$ cat src/rtl/step_ctrl_pkg.sv
// Shared types and default timing constants for the step controller.
package step_ctrl_pkg;

    typedef enum logic {
        IDLE = 1'b0,
        RUN  = 1'b1
    } state_t;

    // 10 ms debounce and 10 Hz run rate at a 50 MHz system clock
    localparam int DEF_DEB_CYCLES = 500000;
    localparam int DEF_RUN_DIV    = 5000000;

endpackage

$ cat src/rtl/step_ctrl_if.sv
// Key/halt inputs and step outputs of the step controller, bundled as one port.
interface step_ctrl_if;

    logic [1:0]  nKEY;
    logic        HALT;
    logic [1:0]  KEY_PULSE;
    logic        STEP_EN;
    logic        RUNNING;
    logic [15:0] STEP_CNT;

    modport master (
        output nKEY, HALT,
        input  KEY_PULSE, STEP_EN, RUNNING, STEP_CNT
    );

    modport slave (
        input  nKEY, HALT,
        output KEY_PULSE, STEP_EN, RUNNING, STEP_CNT
    );

endinterface

$ cat src/rtl/step_ctrl_key_debounce.sv
// One push-button: two-flop synchronizer, stability-counting debouncer and
// a registered one-cycle pulse on the debounced press (1 -> 0) edge.
module key_debounce
    import step_ctrl_pkg::*;
#(
    parameter int DEB_CYCLES = DEF_DEB_CYCLES
) (
    input  logic clk,
    input  logic rst,
    input  logic key_n,
    output logic pulse
);

    localparam int           CW   = (DEB_CYCLES > 1) ? $clog2(DEB_CYCLES) : 1;
    localparam logic [CW-1:0] LAST = CW'(DEB_CYCLES - 1);

    logic          sync_p0;
    logic          sync_p1;
    logic          deb;
    logic [CW-1:0] cnt;

    always_ff @(posedge clk) begin
        if (rst) begin
            sync_p0 <= 1'b1;
            sync_p1 <= 1'b1;
            deb     <= 1'b1;
            cnt     <= '0;
            pulse   <= 1'b0;
        end else begin
            sync_p0 <= key_n;
            sync_p1 <= sync_p0;
            pulse   <= 1'b0;
            if (sync_p1 == deb) begin
                cnt <= '0;
            end else if (cnt == LAST) begin
                // deb still holds the old level: a 1 here means this is a press
                cnt   <= '0;
                deb   <= sync_p1;
                pulse <= deb;
            end else begin
                cnt <= cnt + CW'(1);
            end
        end
    end

endmodule

$ cat src/rtl/step_ctrl.sv
// Single-step / free-run controller: debounced keys drive an IDLE/RUN FSM
// that issues one-cycle STEP_EN pulses and counts them.
module step_ctrl
    import step_ctrl_pkg::*;
#(
    parameter int DEB_CYCLES = DEF_DEB_CYCLES,
    parameter int RUN_DIV    = DEF_RUN_DIV
) (
    input  logic        CLK,
    input  logic        RST,
    step_ctrl_if.slave  bus
);

    localparam int            PW    = (RUN_DIV > 1) ? $clog2(RUN_DIV) : 1;
    localparam logic [PW-1:0] PLAST = PW'(RUN_DIV - 1);

    logic [1:0]    key_pulse;
    state_t        state;
    logic [PW-1:0] presc;
    logic          step_en;
    logic          running;
    logic [15:0]   step_cnt;

    key_debounce #(.DEB_CYCLES(DEB_CYCLES)) u_key_step (
        .clk   (CLK),
        .rst   (RST),
        .key_n (bus.nKEY[0]),
        .pulse (key_pulse[0])
    );

    key_debounce #(.DEB_CYCLES(DEB_CYCLES)) u_key_run (
        .clk   (CLK),
        .rst   (RST),
        .key_n (bus.nKEY[1]),
        .pulse (key_pulse[1])
    );

    always_ff @(posedge CLK) begin
        if (RST) begin
            state    <= IDLE;
            presc    <= '0;
            step_en  <= 1'b0;
            running  <= 1'b0;
            step_cnt <= '0;
        end else begin
            step_cnt <= step_cnt + {15'd0, step_en};
            case (state)
                IDLE: begin
                    presc <= '0;
                    if (key_pulse[1] && !bus.HALT) begin
                        state   <= RUN;
                        running <= 1'b1;
                        step_en <= 1'b0;
                    end else begin
                        // run/halt key outranks a coincident single-step press
                        step_en <= key_pulse[0] && !key_pulse[1];
                    end
                end
                RUN: begin
                    if (key_pulse[1] || bus.HALT) begin
                        state   <= IDLE;
                        running <= 1'b0;
                        step_en <= 1'b0;
                        presc   <= '0;
                    end else begin
                        presc   <= (presc == PLAST) ? '0 : presc + PW'(1);
                        step_en <= (presc == PLAST);
                    end
                end
                default: begin
                    state   <= IDLE;
                    running <= 1'b0;
                    step_en <= 1'b0;
                    presc   <= '0;
                end
            endcase
        end
    end

    assign bus.KEY_PULSE = key_pulse;
    assign bus.STEP_EN   = step_en;
    assign bus.RUNNING   = running;
    assign bus.STEP_CNT  = step_cnt;

endmodule

$ cat src/flat_wrapper.sv
// flat-port wrapper written by rule: the top's interface ports become plain ports
module step_ctrl_flat import step_ctrl_pkg::*;
#(
    parameter int DEB_CYCLES = DEF_DEB_CYCLES,
    parameter int RUN_DIV    = DEF_RUN_DIV
)
  (CLK, RST, bus_nKEY, bus_HALT, bus_KEY_PULSE, bus_STEP_EN, bus_RUNNING, bus_STEP_CNT);
  step_ctrl_if bus_i ();
  input  logic CLK;
  input  logic RST;
  input wire logic [$bits(bus_i.nKEY)-1:0] bus_nKEY;
  input wire logic [$bits(bus_i.HALT)-1:0] bus_HALT;
  output wire logic [$bits(bus_i.KEY_PULSE)-1:0] bus_KEY_PULSE;
  output wire logic [$bits(bus_i.STEP_EN)-1:0] bus_STEP_EN;
  output wire logic [$bits(bus_i.RUNNING)-1:0] bus_RUNNING;
  output wire logic [$bits(bus_i.STEP_CNT)-1:0] bus_STEP_CNT;
  assign bus_i.nKEY = bus_nKEY;
  assign bus_i.HALT = bus_HALT;
  assign bus_KEY_PULSE = bus_i.KEY_PULSE;
  assign bus_STEP_EN = bus_i.STEP_EN;
  assign bus_RUNNING = bus_i.RUNNING;
  assign bus_STEP_CNT = bus_i.STEP_CNT;
  step_ctrl #(.DEB_CYCLES(DEB_CYCLES), .RUN_DIV(RUN_DIV)) u_core (.CLK(CLK), .RST(RST), .bus(bus_i));
endmodule
$ cat config.mk
export PLATFORM = sky130hd
export DESIGN_NAME = step_ctrl_flat
export DESIGN_NICKNAME = d
export VERILOG_FILES = /design/src/rtl/step_ctrl_pkg.sv /design/src/rtl/step_ctrl_if.sv /design/src/rtl/step_ctrl_key_debounce.sv /design/src/rtl/step_ctrl.sv /design/src/flat_wrapper.sv
export SDC_FILE = /design/constraint.sdc
export NUM_CORES = 1
export LEC_CHECK = 0
export CAP_MARGIN = 20
export CORE_ASPECT_RATIO = 1.5
export CORE_UTILIZATION = 53
export DETAILED_ROUTE_END_ITERATION = 16
export GPL_TIMING_DRIVEN = 0
export HOLD_SLACK_MARGIN = 0.06
export PLACE_DENSITY = 0.75
export SETUP_SLACK_MARGIN = 0.02
export SYNTH_ARGS = -nofsm -noshare
export SYNTH_HDL_FRONTEND = slang
export SYNTH_SLANG_ARGS = --single-unit
$ cat constraint.sdc
create_clock -name CLK -period 1.85 [get_ports CLK]
set_input_delay 0.555 -clock CLK [delete_from_list [all_inputs] [get_ports CLK]]
set_output_delay 0.555 -clock CLK [all_outputs]
set_load 0.03 [all_outputs]
==> results.md, run 1 <==
* Tmin final at 1.849 ns
* Post-Route WL at 8334 um
* Port Buffers at 24
* Mean Syn Cell Area at 9.131 sq um
* Reg2Reg Capture Point: u_core.u_key_step.cnt[9]$_SDFF_PP0_
* Leakage at 0.001743 uW
* Residual DRC at 0
* Die H at 108.3 um
* Pre-CTS WS at -0.5171 ns
* #FFs+latches synth at 88
* Tightest Pin Transition at 0.4987 ns
* Maximum VDD drop at 0.5648 mV
* Worst Path Required at 2.11 ns
* Top-area cell type share of the netlist area at 44.15%
* Netlist cell types at 47
* Pwr/cell area at 709.4 nW/um^2
* Unrepaired setup endpoints after global routing: true
* Initial detailed-routing violation count at 133
* Synth Instances at 437
* Clock slew at the register clock pins of the worst setup and hold paths at 0.09 ns
* Count of warnings emitted by yosys at 0
* Synthesis-to-finish area growth at 21.51%
* DR vias/cell at 5.576
* Fill cells at 588
* CP startpoint kind: flip-flop
* Layout net count at 494
* RePlAce Congestion at 0.8196
* # Max-Cap Violations at 0
* Async set-reset flop share out of synthesis at 0%
* R2R setup slack at 0.0009 ns
* Max-slew headroom at 66.75%
* XOR/XNOR Fraction of Synth Area at 10.98%
* Synth Area in Adders at 1.568%
* Setup crit start: u_core.u_key_step.cnt[7]$_SDFF_PP0_
* RR Startpoint: u_core.u_key_step.cnt[7]$_SDFF_PP0_
* CTS Sinks at 88
* Final Util at 66.65%
* Layout cell share with drive strength beyond 1 at 20.45%
* Hold buffers post-CTS at 0
* Die width at 72.85 um
* Initial antenna violation count at 0
* Max Transition Viols Final at 0
* Clk_skew at 0.009732 ns
* Setup ws final at 0.0008868 ns
* Slowest cell on crit path: or4b_4
* Top Ports at 25
* CTS buffer count at 9
* Max incr delay on CP at 0.52 ns
* Seq. cell area at 1782 sq um
* Largest net degree at the start of global routing at 15
* CTS tree: yes
* Area occupied by multi-input gates at 2150 sq um
* Core ar. at 7274 sq um
* Synth area leaders: dfxtp_1 44%, xor2_1 9.4%, nor2_1 4.0%
* Critical path cell sequence: or4b_4 -> nor4b_4 -> a211o_1 -> buf_6 -> buf_16 -> nor2_1
* Mux cell area share after synthesis at 0%
* Met3 usage at 4.473%
* Final Cell Area at 4848 sq um
* Tcrit/Tclk final at 99.95%
* CP Class: reg -> reg
* Worst R2R Path Depth at 6
* DRT antenna net count at 0
* Detailed-router iteration count before antenna repair at 5
* Fmax at 540.8 MHz
* Row count at 38
* DR vias at 3284
* Simple-gate share of the synthesized area at 30.54%
* Status: finished, final reports clean
* Final global-route overflow total at 0
* Biggest area consumer among synthesized cells: dfxtp_1
* Worst EP arrival at 2.11 ns
* Clk buf depth at 2
* Die ar. at 7887 sq um
* H-tree Lvls at 3
* Post-place instance area at 4355 sq um
* GRT Resource Usage Total at 22.15%
* Met1 Resource Use GR at 25.23%
* HPWL Detailed at 5450 um
* Post-synth EDFFs at 0
* Worst Setup EP: u_core.u_key_step.cnt[9]$_SDFF_PP0_
* Ys flop type: dfxtp_1
* Synth Net Count at 447
* Min-Delay Path Class: reg -> reg
* Worst setup EP type: flip-flop
* Post-synthesis cell area at 3990 sq um
* Main combinational cell family by area after synthesis: simple AND/OR/NAND/NOR gates
* Number of global-route vias before repair at 3168
* Root Buffer: clkbuf_8
* Busiest grt layer: met2
* ANT cells at 0
* Routed length per placed instance at 14.15 um
* Seq/Total Area, Yosys at 44.15%
* Clock Latency Late Sink at 0.37 ns
* Compound-Gate Fraction of Synth Area at 8.216%
* HP Start: u_core.u_key_run.sync_p0$_SDFF_PP1_
* First-pass GRT wire length at 13680 um
* Max FO, Critical Path at 5
* Most common cell in the synthesized netlist: dfxtp_1
* Final setup fails at 0
* Met2 GRT Util at 38.45%
* Top cells by count, synth: 88 x dfxtp_1, 43 x xor2_1, 42 x nor2_1
* Initial Util at 54.85%
* Final Hold Vio Count at 0
-- worst min path at each step --
stage | endpoint | slack, ns | depth (start not counted)
3_5_place_dp | u_core.u_key_step.sync_p1$_SDFF_PP1_ | 0.41 | 1
6_report | u_core.u_key_run.sync_p1$_SDFF_PP1_ | 0.42 | 1
4_1_cts | u_core.u_key_run.sync_p1$_SDFF_PP1_ | 0.42 | 1
3_3_place_gp | u_core.u_key_step.sync_p1$_SDFF_PP1_ | 0.40 | 1
5_1_grt | u_core.u_key_run.sync_p1$_SDFF_PP1_ | 0.43 | 1
2_1_floorplan | u_core.u_key_run.sync_p1$_SDFF_PP1_ | 0.39 | 1
-- logic make-up after synthesis --
kind of cell               count (synthesis)
and+or+nand+nor                          208
xor gates and xnor gates                  50
DFF                                       88
buffers and inverters                     35
adders and majority gates                  5
AOI/OAI and AO/OA                         51
-- power by group --
part / total (uW) / switching [uW] / internal (uW)
Sequential: 1900 / 3.64 / 1890
Clock: 1480 / 688 / 795
Combinational: 57.7 / 29.6 / 28.0
-- state kept, by name, indices dropped and copies added, names as in the netlist, 16 cells and up --
register and flops:
u_core.presc 23, u_core.bus.STEP_CNT 16, u_core.u_key_step.cnt 19, u_core.u_key_run.cnt 19
-- routing by layer --
layer  part of all wire, %  vias to the layer above
met1                    43                     1567
met5                     0                        -
met2                    52                       46
met4                   2.2                        0
met3                   2.5                       16
li1                      -                     1655
-- metrics by stage --
stage                     power, uW  TNS [ns]  cells  hold WS (ns)
after floorplan                1970         0    437        0.3895
after global placement         1988    -11.64    561        0.3954
after detailed placement       1989    -12.79    561        0.4063
after CTS                      3463         0    585        0.4242
after global routing           3552    -1.510    589        0.4292
final                          3439         0    589        0.4200
-- worst max-delay path: cells and delay by family (launching register included) --
family / cells / cell delay, ns
AND/OR/NAND/NOR: 3 / 0.89
flip-flops: 1 / 0.36
buffers and inverters: 2 / 0.29
AO/OA/AOI/OAI: 1 / 0.21
-- timing repair --
| item | CTS | global route |
|---|---|---|
| buffers inserted | 9 | 6 |
| pin swaps | 8 | 10 |
| cloned | 2 | 0 |
| gates resized for setup | 39 | 46 |
| endpoints found under the setup margin | 63 | 65 |
-- area by class of cell --
| class | count | share of cell area [%] |
|---|---|---|
| plain buffers | 23 | 3.458 |
| clock buffers | 11 | 2.916 |
| clock inverters | 5 | 1.652 |
| inverters | 7 | 0.5419 |
| multi-input cells | 314 | 44.34 |
| flip-flops and latches | 88 | 36.75 |
| well taps | 100 | 2.581 |
| repair buffers | 41 | 7.768 |
-- placed cells by master, fill, tap and decap left out, types with 4 or more instances in the layout --
cell type       n
a211oi_1        6
dlygate4sd2_1  18
and3_1         10
or3_1          11
and4_1         10
nor2_2          6
nor2_1         35
clkbuf_1        7
a21oi_1        13
buf_2           4
nand4_1        23
inv_1           7
xnor2_1         7
buf_6           6
dfxtp_2        10
and2_1          5
or2_2           4
xor2_1         43
nand2_1        27
o21ai_0        14
buf_4          19
o31ai_1         8
dfxtp_1        76
or4_1           8
clkbuf_8       11
nand3_1        21
nor3_1         15
Power figures use the tool's default switching activity.
==> inputs of run 2 (changes only) <==
--- a/config.mk
+++ b/config.mk
@@ -7,11 +7,13 @@
 export LEC_CHECK = 0
 export CAP_MARGIN = 20
 export CORE_ASPECT_RATIO = 1.5
+export CORE_MARGIN = 2
 export CORE_UTILIZATION = 53
 export DETAILED_ROUTE_END_ITERATION = 16
 export GPL_TIMING_DRIVEN = 0
 export HOLD_SLACK_MARGIN = 0.06
 export PLACE_DENSITY = 0.75
+export REMOVE_ABC_BUFFERS = 1
 export SETUP_SLACK_MARGIN = 0.02
 export SYNTH_ARGS = -nofsm -noshare
 export SYNTH_HDL_FRONTEND = slang
==> results.md, run 2 (same netlist as run 1, synthesis figures left out) <==
* Status: finished, final reports clean (unchanged)
* Final Util at 63.55% (was 66.65%)
* Pwr/cell area at 735.9 nW/um^2 (was 709.4 nW/um^2)
* Fmax at 551.4 MHz (was 540.8 MHz)
* Port Buffers at 24 (unchanged)
* Worst Path Required at 2.09 ns (was 2.11 ns)
* Register with the most flip-flops: u_core.presc (unchanged)
* Post-place instance area at 4212 sq um (was 4355 sq um)
* First-pass GRT wire length at 13050 um (was 13680 um)
* Unrepaired setup endpoints after global routing: true (unchanged)
* Setup_tns at 0 ns (unchanged)
* Min-Delay Path Class: reg -> reg (unchanged)
* Tmin final at 1.814 ns (was 1.849 ns)
* Hold Path Depth at 1 (unchanged)
* Final Non-Filler Cells at 563 (was 589)
* DRT antenna net count at 0 (unchanged)
* Detailed-router iteration count before antenna repair at 4 (was 5)
* Clock Latency Late Sink at 0.36 ns (was 0.37 ns)
* CP Class: reg -> reg (unchanged)
* Die H at 110.3 um (was 108.3 um)
* Routed length per placed instance at 14.07 um (was 14.15 um)
* Commonest non-fill, non-tap cell in the layout: dfxtp_1 (unchanged)
* Clk buf depth at 2 (unchanged)
* Post-Route WL at 7919 um (was 8334 um)
* Number of global-route vias before repair at 3016 (was 3168)
* Initial antenna violation count at 0 (unchanged)
* RePlAce Congestion at 0.8340 (was 0.8196)
* DR vias at 3211 (was 3284)
* Largest regs: u_core.presc: 23 flops, u_core.u_key_run.cnt: 19 flops, u_core.u_key_step.cnt: 19 flops (unchanged)
* CP startpoint kind: flip-flop (unchanged)
* DR vias/cell at 5.703 (was 5.576)
* Initial detailed-routing violation count at 200 (was 133)
* GRT Resource Usage Total at 20.20% (was 22.15%)
* Residual DRC at 0 (unchanged)
* Part of the power in combinational logic at 1.3% (was 1.7%)
* Die width at 74.85 um (was 72.85 um)
* Worst R2R Path Depth at 5 (was 6)
* Worst setup EP type: flip-flop (unchanged)
* Largest net degree at the start of global routing at 32 (was 15)
* Worst EP arrival at 2.05 ns (was 2.11 ns)
* Final setup fails at 0 (unchanged)
* Synthesis-to-finish area growth at 15.87% (was 21.51%)
* Seq pwr share at 55.8% (was 55.2%)
* Layout cell share with drive strength beyond 1 at 14.69% (was 20.45%)
* Most frequent cells in the layout: 82 x dfxtp_1, 43 x xor2_1, 40 x nor2_1, 28 x nand2_1, 23 x nand4_1 (was 76 x dfxtp_1, 43 x xor2_1, 35 x nor2_1, 27 x nand2_1, 23 x nand4_1)
* Clock slew at the register clock pins of the worst setup and hold paths at 0.09 ns (about the same)
* Maximum VDD drop at 0.4014 mV (was 0.5648 mV)
* Layout net count at 468 (was 494)
* Max Transition Viols Final at 0 (unchanged)
* Hold buffers post-CTS at 0 (unchanged)
* CTS Sinks at 88 (unchanged)
* Tightest Pin Transition at 0.6074 ns (was 0.4987 ns)
* # Max-Cap Violations at 0 (unchanged)
* Placed cell count at 534 (was 561)
* Max-slew headroom at 59.51% (was 66.75%)
* Final Hold Vio Count at 0 (unchanged)
* CTS tree: yes (unchanged)
* Root Buffer: clkbuf_8 (unchanged)
* Top Ports at 25 (unchanged)
* Max reg flops at 23 (unchanged)
* P_sw at 695.1 uW (was 721.5 uW)
* Initial Util at 54.85% (unchanged)
* ANT cells at 0 (unchanged)
* Core ar. at 7274 sq um (unchanged)
* Clock share of power at 43.0% (was 43.1%)
* HPWL Detailed at 4873 um (was 5450 um)
* Die ar. at 8253 sq um (was 7887 sq um)
* Final global-route overflow total at 0 (unchanged)
* CTS buffer count at 9 (unchanged)
* Max FO, Critical Path at 5 (unchanged)
* Sw Ratio at 20.43% (was 20.98%)
* Internal Power at 2707 uW (was 2718 uW)
* H-tree Lvls at 3 (unchanged)
* Fill cells at 600 (was 588)
* Clk_skew at 0.01091 ns (was 0.009732 ns)
* Final Cell Area at 4623 sq um (was 4848 sq um)
* Tcrit/Tclk final at 98.03% (was 99.95%)
* Row count at 38 (unchanged)
* Leakage at 0.001599 uW (was 0.001743 uW)
-- run 2: changes by cell type in the layout (fill, tap and decap cells not counted), sizes merged --
cell / change
buf: -19
dlymetal6s2s: -1
a211o: +2
clkbuf: -10
clkdlybuf4s15: +2
-- run 2: power by group through the flow --
stage	Combinational (uW)	Clock (uW)	Sequential [uW]
finish	43.2	1460	1900
detailed placement	35.4	0	1950
CTS	42.7	1500	1900
global route	46.6	1580	1900
global placement	34.6	0	1940
floorplan	13.1	0	1940
-- run 2: final cells by class --
type | instances | area [sq um] | share of cell area [%]
Multi-Input combinational cell | 316 | 2151 | 46.52
Sequential cell | 88 | 1774 | 38.38
Timing Repair Buffer | 36 | 325.3 | 7.037
Clock buffer | 11 | 141.4 | 3.058
Tap cell | 100 | 125.1 | 2.706
Clock inverter | 5 | 80.08 | 1.732
Inverter | 7 | 26.28 | 0.5683
-- run 2: repair_timing --
| item | in CTS | in global routing |
|---|---|---|
| endpoints found under the hold margin | 0 | 0 |
| gates resized for setup | 35 | 24 |
| pin swaps | 6 | 12 |
| gates cloned | 2 | 0 |
| setup endpoints to repair | 84 | 43 |
| buffers inserted | 5 | 6 |
-- run 2: worst max-delay path, stage by stage, from the launching register on --
cell and delay, ns:
dfxtp_4 0.35, or4b_4 0.54, nor4b_4 0.40, buf_4 0.18
a211o_4 0.19, a21oi_2 0.05
-- run 2: metrics by stage --
step                worst slack (ns)  total power (uW)  hold WS [ns]
global route                -0.03409              3522        0.4364
finish                       0.03640              3402        0.4046
global placement             -0.9650              1980        0.3933
detailed placement           -0.9795              1981        0.3958
CTS                          0.02434              3444        0.4080
floorplan                    -0.1662              1957        0.3895
-- run 2: metal layers --
metal | track usage, % | up-vias | routed length, um
li1 | - | 1603 | -
met1 | 24.05 | 1544 | 3600
met2 | 33.71 | 53 | 3950
met3 | 4.182 | 11 | 201
met4 | 10.33 | 0 | 167
met5 | 0 | - | 0
-- run 2: path summary, 6_finish.rpt --
| check | from | end | slack (ns) |
|---|---|---|---|
| max | u_core.u_key_step.cnt[5]$_SDFF_PP0_ | u_core.u_key_step.cnt[14]$_SDFF_PP0_ | 0.04 |
| min | u_core.u_key_step.sync_p0$_SDFF_PP1_ | u_core.u_key_step.sync_p1$_SDFF_PP1_ | 0.40 |
| max reg2reg | u_core.u_key_step.cnt[5]$_SDFF_PP0_ | u_core.u_key_step.cnt[14]$_SDFF_PP0_ | 0.04 |
| min reg2reg | u_core.u_key_step.sync_p0$_SDFF_PP1_ | u_core.u_key_step.sync_p1$_SDFF_PP1_ | 0.40 |
==> inputs of run 3 (changes only) <==
--- a/config.mk
+++ b/config.mk
@@ -5,7 +5,7 @@
 export SDC_FILE = /design/constraint.sdc
 export NUM_CORES = 1
 export LEC_CHECK = 0
-export CAP_MARGIN = 20
+export CAP_MARGIN = 40
 export CORE_ASPECT_RATIO = 1.5
 export CORE_MARGIN = 2
 export CORE_UTILIZATION = 53
==> results.md, run 3 (same netlist as run 1, synthesis figures left out) <==
* Status: finished, final reports clean (unchanged)
* Initial antenna violation count at 0 (unchanged)
* Largest regs: u_core.presc: 23 flops, u_core.u_key_run.cnt: 19 flops, u_core.u_key_step.cnt: 19 flops (unchanged)
* Die width at 74.85 um (unchanged)
* ANT cells at 0 (unchanged)
* Critical path cell sequence: or4b_4 -> nor4b_4 -> nand2_1 -> a211o_1 (was or4b_4 -> nor4b_4 -> buf_4 -> a211o_4 -> a21oi_2)
* Detailed-router iteration count before antenna repair at 4 (unchanged)
* Routed length per placed instance at 13.45 um (was 14.07 um)
* Design Power at 3403 uW (was 3402 uW)
* Post-Route WL at 7534 um (was 7919 um)
* DR vias/cell at 5.605 (was 5.703)
* Maximum VDD drop at 0.4056 mV (was 0.4014 mV)
* H-tree Lvls at 3 (unchanged)
* CTS tree: yes (unchanged)
* Slowest cell on crit path: or4b_4 (unchanged)
* Leakage at 0.001587 uW (was 0.001599 uW)
* Hold_ws at 0.4039 ns (was 0.4046 ns)
* Max FO, Critical Path at 4 (was 5)
* Largest net degree at the start of global routing at 29 (was 32)
* Clk buf depth at 2 (unchanged)
* Die H at 110.3 um (unchanged)
* HPWL Detailed at 4863 um (was 4873 um)
* Layout net count at 465 (was 468)
* CP Class: reg -> reg (unchanged)
* Final setup fails at 0 (unchanged)
* CTS Sinks at 88 (unchanged)
* Die ar. at 8253 sq um (unchanged)
* CP startpoint kind: flip-flop (unchanged)
* Worst setup EP type: flip-flop (unchanged)
* Synthesis-to-finish area growth at 15.05% (was 15.87%)
* Tcrit/Tclk final at 96.90% (was 98.03%)
* Commonest non-fill, non-tap cell in the layout: dfxtp_1 (unchanged)
* Initial detailed-routing violation count at 198 (was 200)
* Tmin final at 1.793 ns (was 1.814 ns)
* CP delay by family, top: simple AND/OR/NAND/NOR gates (unchanged)
* # Max-Cap Violations at 0 (unchanged)
* Clk_skew at 0.01256 ns (was 0.01091 ns)
* Tightest Pin Transition at 0.4431 ns (was 0.6074 ns)
* Unrepaired setup endpoints after global routing: true (unchanged)
* Initial Util at 54.85% (unchanged)
* Most frequent cells in the layout: 83 x dfxtp_1, 43 x xor2_1, 42 x nor2_1, 29 x nand2_1, 23 x nand4_1 (was 82 x dfxtp_1, 43 x xor2_1, 40 x nor2_1, 28 x nand2_1, 23 x nand4_1)
* Final global-route overflow total at 0 (unchanged)
* Fmax at 557.9 MHz (was 551.4 MHz)
* Final Cell Area at 4591 sq um (was 4623 sq um)
* Residual DRC at 0 (unchanged)
* Worst Path Required at 2.11 ns (was 2.09 ns)
* Post-place instance area at 4227 sq um (was 4212 sq um)
* Clock Latency Late Sink at 0.36 ns (about the same)
* Register with the most flip-flops: u_core.presc (unchanged)
* Max incr delay on CP at 0.54 ns (about the same)
* Port Buffers at 24 (unchanged)
* Hold buffers post-CTS at 0 (unchanged)
* Final Hold Vio Count at 0 (unchanged)
* DRT antenna net count at 0 (unchanged)
* Top Ports at 25 (unchanged)
* Min-Delay Path Class: reg -> reg (unchanged)
* GRT Resource Usage Total at 19.50% (was 20.20%)
* DR vias at 3139 (was 3211)
* Max-slew headroom at 70.06% (was 59.51%)
* Fill cells at 628 (was 600)
* Row count at 38 (unchanged)
* CP bufs+invs at 0 (was 1)
* Clock slew at the register clock pins of the worst setup and hold paths at 0.08 ns (was 0.09 ns)
* Pwr/cell area at 741.3 nW/um^2 (was 735.9 nW/um^2)
* Max reg flops at 23 (unchanged)
* Layout cell share with drive strength beyond 1 at 12.61% (was 14.69%)
* Number of global-route vias before repair at 2968 (was 3016)
* Worst EP arrival at 2.05 ns (about the same)
* Root Buffer: clkbuf_8 (unchanged)
* Max Transition Viols Final at 0 (unchanged)
* R2R setup slack at 0.06 ns (was 0.04 ns)
* CTS buffer count at 9 (unchanged)
* RePlAce Congestion at 0.8340 (unchanged)
* Core ar. at 7274 sq um (unchanged)
* First-pass GRT wire length at 12610 um (was 13050 um)
run 3: cell types whose count changed in the layout (fill, tap and decap cells not counted), sizes merged:
cell and delta:
a211o -1, buf -2, clkdlybuf4s15 -1, clkdlybuf4s50 +1
run 3: layout make-up:
class	count	area, sq um	area share (%)
Clock inverter	5	80.08	1.744
Sequential cell	88	1773	38.62
Timing Repair Buffer	34	316.6	6.896
Tap cell	100	125.1	2.726
Inverter	7	26.28	0.5724
Multi-Input combinational cell	315	2128	46.36
Clock buffer	11	141.4	3.080
run 3: worst paths after layout:
| path | start | endpoint | cells after the start |
|---|---|---|---|
| max | u_core.u_key_step.cnt[5]$_SDFF_PP0_ | u_core.u_key_step.deb$_SDFFE_PP1P_ | 4 |
| min | u_core.u_key_step.sync_p0$_SDFF_PP1_ | u_core.u_key_step.sync_p1$_SDFF_PP1_ | 1 |
| max reg2reg | u_core.u_key_step.cnt[5]$_SDFF_PP0_ | u_core.u_key_step.deb$_SDFFE_PP1P_ | 4 |
| min reg2reg | u_core.u_key_step.sync_p0$_SDFF_PP1_ | u_core.u_key_step.sync_p1$_SDFF_PP1_ | 1 |
run 3: what timing repair did:
item                       4_1_cts  5_1_grt
setup buffers                    3        5
setup endpoints to repair       83       29
cloned                           1        0
gates resized for setup         32       16
pin swaps                        6        9
hold endpoints to repair         0        0
run 3: power by group:
part	total, uW	internal (uW)	switching (uW)
clock network	1460	795	665
logic	45.6	19.8	25.9
registers	1900	1890	3.08
total	3400	2710	694
run 3: through the flow:
step / utilization (%) / cells / setup slack [ns] / setup TNS, ns
6_report: 63.11 / 560 / 0.05740 / 0
5_1_grt: 63.11 / 560 / -0.008570 / -0.008570
4_1_cts: 62.01 / 555 / 0.02431 / 0
3_5_place_dp: 58.10 / 535 / -0.4357 / -20.86
3_3_place_gp: 57.74 / 533 / -0.9650 / -49.78
2_1_floorplan: - / 409 / -0.1662 / -3.285
run 3: routing by layer:
layer	up-vias	global-route usage, %	wire, um
li1	1596	-	-
met1	1495	22.81	3502
met2	35	32.89	3667
met3	13	3.818	181
met4	0	10.46	183
met5	-	0	0
==> patch 1: new RTL, settings of run 3 <==
The package constant `DEF_DEB_CYCLES` goes from 500000 to 250000.
--- a/src/rtl/step_ctrl_pkg.sv
+++ b/src/rtl/step_ctrl_pkg.sv
@@ -9,3 +9,3 @@
     // 10 ms debounce and 10 Hz run rate at a 50 MHz system clock
-    localparam int DEF_DEB_CYCLES = 500000;
+    localparam int DEF_DEB_CYCLES = 250000;
     localparam int DEF_RUN_DIV    = 5000000;
Behaviour: same outputs for any inputs over 10 cycles, from zero or initial values and one cycle with RST high; that may be too few to reach the edited logic, so the function may still have changed.
==> patch 1 against run 3 <==
Power is 11% lower. Worst hold slack better by 0.0073 ns. Sequential cell count is 2 lower. Routed wire length is 3.4% lower. First-iteration DRC count is 21% lower. Sequential share of layout area is 1.0 points higher. Clock skew is 0.00075 ns lower. Setup slack worse by 0.023 ns. Area after synthesis is 5.9% lower. Cell area is 4.0% lower. Critical endpoint is now u_core.bus.STEP_EN. Largest cell class unchanged.
==> patch 1: results (changes against run 3) <==
- Status: completed
- Reg clk slew, reported paths: 0.08 ns (about the same)
- Synth Area in Compound Gates: 0.04567 (-0.03649)
- Placed cells: 518 (-3.2%)
- Final Wtd Congestion: 0.8064 (-3.3%)
- R2R Path Start: u_core.presc[14]
- Hold WS: 0.4112 ns (+0.007307 ns)
- Met1 Use GR: 0.2103 (-0.01777)
- Top sig layer: met4
- Worst slack, placed: -0.6275 ns (-0.1918 ns)
- CP max stage delay: 0.63 ns (+0.09 ns)
- HP Start: u_core.u_key_run.sync_p0
- Top_reg_cell synth: dfxtp_1
- Lkg Pwr: 1.368 nW (-14%)
- Slowest cell on the critical path: or4b_2
- Placed inst area: 4063 um^2 (-3.9%)
- Grt met3 use: 0.04229 (+0.004111)
- Clock Skew: 0.01181 ns (-0.0007451 ns)
- Met2 wire length: 3.780 mm (+3.1%)
- Wire length after detailed routing: 7.279 mm (-3.4%)
- Synth area leaders: dfxtp_1, xnor2_1, nor2_1
- Setup slack after layout: 0.03429 ns (-0.02311 ns)
- Routed met1 length: 3.150 mm (-10%)
- Vias per cell: 5.716 (+2.0%)
- Vias in the first global route: 2882 (-2.9%)
- Drt first-iter violations: 156 (-21%)
- H-tree depth: 3 (unchanged)
- CP max FO: 6 (+2)
- Largest net degree at the start of global routing: 18 (-38%)
- Post-synth top cells: dfxtp_1, nor2_1, xnor2_1
- Synth cell types: 36 (-23%)
- RR Endpoint: u_core.bus.STEP_EN
- VDD IR max: 0.0004533 V (+12%)
- Post-Synth Adder-Cell Area: 0.01667 (+0.0009878)
- Layout cells sized above 1: 0.1376 (+0.01155)
- Hold Path Sink: u_core.u_key_run.sync_p1
- Mux cell area share after synthesis: 0.008000 (+0.008000)
- GR Util met2: 0.3513 (+0.02235)
- Crit Path Class: reg2reg
- GRT Total Usage: 0.1937 (-0.001298)
- Nets@finish: 471 (+1.3%)
- Wire length on met3: 199 um (+9.9%)
- Hold path cells: 1 (unchanged)
- Fill count: 567 (-9.7%)
- Worst-margin pin slew: 0.5314 ns (+0.08825 ns)
- Synthesized instance count: 428 (-2.1%)
- Post-CTS Setup Bufs: 1 (-2)
- Regs by FF count: u_core.presc (23), u_core.u_key_run.cnt (18), u_core.u_key_step.cnt (18)
- Drt first pass iters: 4 (unchanged)
- Post-DP HPWL: 4.752 mm (-2.3%)
- Routed WL per cell: 13.41 um (-0.36%)
- Sequential share of the synthesized area: 0.4587 (+0.01715)
- Global-route wire length before repair: 12.14 mm (-3.8%)
- Critical path data arrival time: 2.09 ns (+0.04 ns)
- Xor-xnor portion of the synthesized cell area: 0.1330 (+0.02325)
- Post-CTS resize count: 38 (+19%)
- Ys async rst share: 0 (unchanged)
==> patch 1: through the flow <==
step                      utilization  total power (W)
after floorplan                     -         0.001913
after global placement         0.5864         0.001934
after detailed placement       0.5930         0.001940
after CTS                      0.6255         0.003073
after global routing           0.6434         0.003153
final                          0.6434         0.003031
==> patch 1: power by group <==
part | total, W | switching [W] | internal (W)
Clock | 0.00114 | 0.000625 | 0.000513
Sequential | 0.00185 | 0.00000331 | 0.00185
Combinational | 0.0000400 | 0.0000214 | 0.0000186
Total | 0.00303 | 0.000650 | 0.00238
==> patch 1: layout make-up <==
cell class | count | area, um^2 | share of cell area
timing repair buffer | 36 | 339.1 | 0.07692
inverter | 11 | 41.29 | 0.009367
multi-input combinational | 317 | 2018 | 0.4578
clock inverter | 4 | 23.77 | 0.005393
clock buffer | 11 | 141.4 | 0.03208
tap | 78 | 97.59 | 0.02214
sequential | 86 | 1747 | 0.3963
==> patch 2: new RTL, config.mk and constraints of run 3 <==
Without the edit above. Make the reset (`RST` and `rst`) asynchronous in 2 clocked blocks.
--- a/src/rtl/step_ctrl_key_debounce.sv
+++ b/src/rtl/step_ctrl_key_debounce.sv
@@ -21,3 +21,3 @@
 
-    always_ff @(posedge clk) begin
+    always_ff @(posedge clk or posedge rst) begin
         if (rst) begin
--- a/src/rtl/step_ctrl.sv
+++ b/src/rtl/step_ctrl.sv
@@ -37,3 +37,3 @@
 
-    always_ff @(posedge CLK) begin
+    always_ff @(posedge CLK or posedge RST) begin
         if (RST) begin
Check against the original RTL: same outputs for any inputs over 10 cycles, from zero or initial values and one cycle with RST high; that may be too few to reach the edited logic, so the function may still have changed.
==> patch 2 against run 3 <==
Clock skew down 0.0071 ns. Area after synthesis increased by 5.8%. Setup slack lost 0.17 ns. Routed wire length increased by 27%. Cell area rose by 18%. Via count grew 7.8%. Highest routed layer unchanged. Maximum frequency shrank 8.7%. Synthesized cell count down 5.0%. Critical endpoint is now u_core.bus.STEP_EN. Largest cell class is now registers. First-iteration DRC count up 14%. Sequential cell count stayed put. The flow now finishes with violations (negative setup slack).
Power is not compared: it rests on default switching activity, and its combinational part moved more than twofold at a synthesized area within 25%.
==> patch 2: results (changes against run 3) <==
- Status: finished with violations
- Failing checks: negative setup slack
- Largest net degree at the start of global routing: 59 (+100%)
- Placed inst area: 4603 um^2 (+8.9%)
- Fill count: 530 (-16%)
- Sequential share of the synthesized area: 0.5236 (+0.08205)
- Clock Latency Late Sink: 0.34 ns (-0.02 ns)
- HP Start: u_core.u_key_step.sync_p0
- Top_reg_cell synth: dfrtp_1
- CP max FO: 2 (-2)
- Avg Inst Size Synth: 10.17 um^2 (+11%)
- Worst slack, placed: -0.6245 ns (-0.1888 ns)
- Layout Cells excl Fill: 582 (+3.9%)
- Nets@finish: 485 (+4.3%)
- R2R Path Start: u_core.presc[10]
- Hold path cells: 0 (-1)
- Clock Skew: 0.005448 ns (-0.007108 ns)
- Vias in the first global route: 3390 (+14%)
- Setup slack after layout: -0.1132 ns (-0.1706 ns)
- CP max stage delay: 0.57 ns (+0.03 ns)
- Global-route wire length before repair: 15.30 mm (+21%)
- Critical path data arrival time: 2.23 ns (+0.18 ns)
- GRT Total Usage: 0.2187 (+0.02369)
- Slowest cell on the critical path: or4_4
- Final Wtd Congestion: 0.7985 (-4.3%)
- RR Endpoint: u_core.bus.STEP_EN
- Layout cells sized above 1: 0.2688 (+0.1427)
- Synth area leaders: dfrtp_1, xnor2_1, nor2_1
- TNS Setup: -1.277 ns (-1.277 ns)
- Root buffer cell: clkbuf_16
- Reg clk slew, reported paths: 0.06 ns (-0.02 ns)
- # setup viols final: 24 (+24)
- Hold Path Sink: u_core.u_key_step.sync_p1
- Post-CTS resize count: 48 (+50%)
- Worst reg2reg setup slack: -0.11 ns (-0.17 ns)
-- patch 2: cell type report --
class                           instances  area [um^2]  share of cell area
Clock inverter                          2        37.54            0.006928
Timing Repair Buffer                   59        520.5             0.09607
Tap cell                              102        127.6             0.02356
Inverter                               13        51.30            0.009469
Clock buffer                           14        264.0             0.04873
Sequential cell                        88         2226              0.4109
Multi-Input combinational cell        304         2191              0.4044
-- patch 2: cell families after synthesis --
| group | after synthesis | synth area share |
|---|---|---|
| multiplexers | 2 | 0.005040 |
| buffers and inverters | 24 | 0.02431 |
| XOR/XNOR | 56 | 0.1162 |
| AO/OA/AOI/OAI | 38 | 0.05485 |
| flip-flops | 88 | 0.5236 |
| adder cells (fa/ha/maj) | 5 | 0.01482 |
| AND/OR/NAND/NOR | 202 | 0.2612 |
-- patch 2: routing by layer --
| metal | routed length (um) | GRT usage | up-vias |
|---|---|---|---|
| met5 | 0 | 0 | - |
| met3 | 270 | 0.03748 | 25 |
| met4 | 336 | 0.1006 | 0 |
| li1 | - | - | 1596 |
| met2 | 5180 | 0.3924 | 83 |
| met1 | 3803 | 0.2532 | 1679 |
-- patch 2: how the worst max path moves through the flow --
stage,startpoint,to,slack [ns],cells past startpoint
3_5_place_dp,u_core.presc[0],u_core.presc[19],-0.62,6
4_1_cts,u_core.presc[15],u_core.bus.STEP_EN,-0.02,4
3_3_place_gp,RST,u_core.u_key_step.cnt[8],-2.30,2
2_1_floorplan,RST,u_core.bus.RUNNING,-0.97,1
6_report,u_core.presc[10],u_core.bus.STEP_EN,-0.11,4
5_1_grt,u_core.presc[10],u_core.bus.STEP_EN,-0.13,4
-- patch 2: worst register-to-register path, delay by kind of cell, from the launching register on --
family / cells / cell delay (ns)
DFF: 1 / 0.38
AOI/OAI and AO/OA: 1 / 0.15
and+or+nand+nor: 3 / 1.37
